`config.mk`:
```
export PLATFORM = sky130hd
export DESIGN_NAME = serial_adder
export DESIGN_NICKNAME = d
export VERILOG_FILES = /design/src/rtl/serial_adder.sv
export SDC_FILE = /design/constraint.sdc
export NUM_CORES = 1
export LEC_CHECK = 0
export ABC_AREA = 1
export CORE_MARGIN = 2
export CORE_UTILIZATION = 52
export DETAILED_ROUTE_END_ITERATION = 10
export PLACE_DENSITY_LB_ADDON = 0.3
export SYNTH_ARGS = -nofsm -noshare
export SYNTH_HDL_FRONTEND = slang
export SYNTH_SLANG_ARGS = --single-unit
```
`constraint.sdc`:
```
create_clock -name clk -period 1.7 [get_ports clk]
set_clock_uncertainty 0.2 [all_clocks]
set_input_delay 0.17 -clock clk [delete_from_list [all_inputs] [get_ports clk]]
set_output_delay 0.17 -clock clk [all_outputs]
set_load 0.02 [all_outputs]
```
`src/rtl/serial_adder.sv`:
```
// Bit-serial WIDTH-bit adder: one full-adder stage plus a carry flop, LSB first.
// Optional signed-overflow flag is built when SERIAL_ADDER_OVF_EN is defined.
module serial_adder #(
    parameter int WIDTH = 8
) (
    input  logic             clk,
    input  logic             rst_n,
    input  logic             start,
    input  logic [WIDTH-1:0] a,
    input  logic [WIDTH-1:0] b,
    input  logic             cin,
    output logic             busy,
    output logic             done,
    output logic [WIDTH-1:0] sum,
    output logic             cout,
    output logic             ovf
);

    localparam int CW = (WIDTH > 1) ? $clog2(WIDTH) : 1;
    localparam int RW = WIDTH - 1;

    typedef enum logic [1:0] {
        IDLE,
        RUN,
        DONE
    } state_t;

    state_t           state;
    logic [WIDTH-1:0] a_sr;
    logic [WIDTH-1:0] b_sr;
    logic [RW-1:0]    res_sr;
    logic             carry;
    logic [CW-1:0]    cnt;

    logic bit_sum;
    logic bit_carry;
    logic last_bit;

    assign bit_sum   = a_sr[0] ^ b_sr[0] ^ carry;
    assign bit_carry = ((a_sr[0] ^ b_sr[0]) & carry) | (a_sr[0] & b_sr[0]);
    assign last_bit  = (cnt == CW'(WIDTH - 1));

    // The result register only needs WIDTH-1 bits: the MSB comes straight
    // from the adder on the final edge when sum is written.
    always_ff @(posedge clk or negedge rst_n) begin
        if (!rst_n) begin
            state  <= IDLE;
            a_sr   <= '0;
            b_sr   <= '0;
            res_sr <= '0;
            carry  <= 1'b0;
            cnt    <= '0;
            busy   <= 1'b0;
            done   <= 1'b0;
            sum    <= '0;
            cout   <= 1'b0;
`ifdef SERIAL_ADDER_OVF_EN
            ovf    <= 1'b0;
`endif
        end else begin
            case (state)
                IDLE, DONE: begin
                    done <= 1'b0;
                    if (start) begin
                        a_sr   <= a;
                        b_sr   <= b;
                        carry  <= cin;
                        cnt    <= '0;
                        res_sr <= '0;
                        busy   <= 1'b1;
                        state  <= RUN;
                    end else begin
                        busy  <= 1'b0;
                        state <= IDLE;
                    end
                end
                RUN: begin
                    a_sr   <= a_sr >> 1;
                    b_sr   <= b_sr >> 1;
                    carry  <= bit_carry;
                    res_sr <= (res_sr >> 1) | (RW'(bit_sum) << (RW - 1));
                    if (last_bit) begin
                        sum   <= {bit_sum, res_sr};
                        cout  <= bit_carry;
`ifdef SERIAL_ADDER_OVF_EN
                        // carry still holds the carry into the MSB here
                        ovf   <= carry ^ bit_carry;
`endif
                        busy  <= 1'b0;
                        done  <= 1'b1;
                        state <= DONE;
                    end else begin
                        cnt <= cnt + CW'(1);
                    end
                end
                default: begin
                    busy  <= 1'b0;
                    done  <= 1'b0;
                    state <= IDLE;
                end
            endcase
        end
    end

`ifndef SERIAL_ADDER_OVF_EN
    assign ovf = 1'b0;
`endif

endmodule

```
==> summary.txt <==
top cells by count, synth - 73 x nand2_1, 42 x inv_1, 39 x dfrtp_1
share of layout cells above drive strength 1 - 0.132
Tmin final - 1.62 ns
final worst-path cycle share - 0.953
slowest CP cell - clkdlybuf4s50_1
port bufs - 30
first-pass GRT wire length - 6300 microns
Leak - 1.29 nW
Initial Utilization - 0.538
antenna cells - 0
number of global-route vias before repair - 1420
Synth warnings - 0
vias - 1475
Total Nets Final - 287
Ports - 32
pre-CTS WS - 0.0984 ns
die width - 65.3 microns
Synth async-reset ratio - 1.00
gpl congestion - 0.752
FF+latch count, synth - 39
share of Yosys cell area claimed by the top area cell type - 0.500
synthesis-to-finish area growth - 22.9%
Max FO, Critical Path - 2
worst-path cell chain - clkdlybuf4s50_1
cells after synthesis - 230
CTS H-tree depth - 2
Setup TNS - 0 ns
Initial DRC Count - 46
post-synthesis sequential area ratio - 0.500
Critical path buffers and inverters - 1
antenna violations before repair - 0
total gr overflow - 0
Mapped Nets - 253
Final Cell Area - 0.00240 sq mm
Hold Path Class - input port to flip-flop
per-cell routed wire length - 11.0 microns
CTS Sinks - 39
RSZ-0062 raised after global routing - false
Syn Std Cell Area - 0.00195 sq mm
Area after DPL - 0.00227 sq mm
CP top delay family - buffers and inverters
WS Path Type - flip-flop to primary output
ranking of synthesized cells by area - dfrtp_1 50%, nand2_1 14%, nand3_1 9.0%, inv_1 8.1%, o21ai_2 4.9%
drt first pass iters - 4
GRT met2 Usage - 0.320
final hold vios - 0
utilization after layout - 0.660
largest net degree at the start of global routing - 40
Post-route DRC - 0
Final Slew Violations - 0
HPWL Detailed - 2450 microns
CTS tree - done
Die ar. - 0.00426 sq mm
VDD IR max - 0.000650 V
count leader, synth - nand2_1
busiest grt layer - met2
synth unique cells - 21
Power Density - 1790 mW/mm^2
Clock Path Buffers - 2
met1 Usage GRT - 0.242
CTS Buf Count - 5
Mapped Avg Cell Area - 8.49 sq um
post-route setup slack - 0.0798 ns
final WL - 3450 microns
DIE HEIGHT - 65.3 microns
Tot GR Track Use - 0.195
Clock Pin Slew Worst Setup and Hold Paths - 0.07 ns
EDFF count, synth - 0
Critical Path AT - 1.25 ns
Vias/cell - 4.71
max cap viols - 0
status - completed
final setup fails - 0
Core Area - 0.00363 sq mm
startpoint types - flip-flop
post-synth top area cell - dfrtp_1
clock root cell - clkbuf_8
antenna-violating nets left - 0
Max Fclk - 617 MHz
crit-path max cell delay - 0.60 ns
worst-skew pair later-pin latency - 0.29 ns
grt met3 use - 0.0565
Worst Setup End Kind - primary output
row cnt - 22
Crit path required time - 1.33 ns
Synth Flop Type - dfrtp_1
==> where the power goes <==
part / internal [mW] / switching [mW]
Sequential: 1.35 / 0.251
Combinational: 0.789 / 1.12
Clock: 0.474 / 0.308
==> repair_timing <==
action / 4_1_cts / 5_1_grt
endpoints found under the setup margin: 1 / 3
hold buffers: 1 / 0
buffers inserted: 0 / 0
hold endpoints to repair: 39 / 0
resized for setup: 1 / 2
==> layout by cell type (no fill, tap or decap), drive strengths merged <==
cell and count:
nand2 77, inv 45, dfrtp 39, nand3 35, clkdlybuf4s50 28, o21ai 17, clkbuf 6, buf 6
nor2 4, ha 2, fa 1, conb 1, clkinv 1, bufinv 1, dlygate4sd3 1, dlygate4sd2 1
==> final timing paths <==
check,cells after the start,to,from,slack [ns]
max,1,sum[3],sum[3],0.08
min,3,a_sr[7],a[7],0.25
max reg2reg,7,cnt[1],cnt[0],0.16
min reg2reg,2,b_sr[1],b_sr[1],0.29
max in group asynchronous,3,cnt[1],rst_n,0.71
min in group asynchronous,3,busy,rst_n,0.26
==> flip-flops by register name, summed over array words and instances (netlist names), 2 cells and up <==
register	count
a_sr	8
b_sr	8
cnt	3
res_sr	7
state	2
sum	8
==> layout make-up <==
type / instances / area [sq um]
repair buffers: 36 / 342
clock inverters: 2 / 35.0
multi-input cells: 137 / 726
well taps: 48 / 60.1
flip-flops and latches: 39 / 976
fillers: 325 / 1230
clock buffers: 6 / 82.6
inverters: 45 / 179
==> kinds of logic after synthesis <==
family | after synthesis | share of synthesized area
flops | 39 | 0.500
buf+inv | 54 | 0.133
compound gates | 17 | 0.0647
other cells | 1 | 0.00192
fa+ha+maj | 3 | 0.0231
simple gates | 116 | 0.278
==> per-stage QoR <==
step	instances	total power, mW	hold WS [ns]
after floorplan	230	3.03	-0.326
after global placement	304	3.44	0.0529
after detailed placement	304	3.53	0.0467
after CTS	313	4.33	0.239
after global routing	313	4.70	0.269
final	313	4.28	0.245
==> metal layers <==
| metal | wire length (microns) | vias up |
|---|---|---|
| li1 | - | 759 |
| met1 | 1580 | 680 |
| met2 | 1680 | 32 |
| met3 | 143 | 4 |
| met4 | 46 | 0 |
| met5 | 0 | - |
Note: power is estimated with default switching activity, not from simulation.
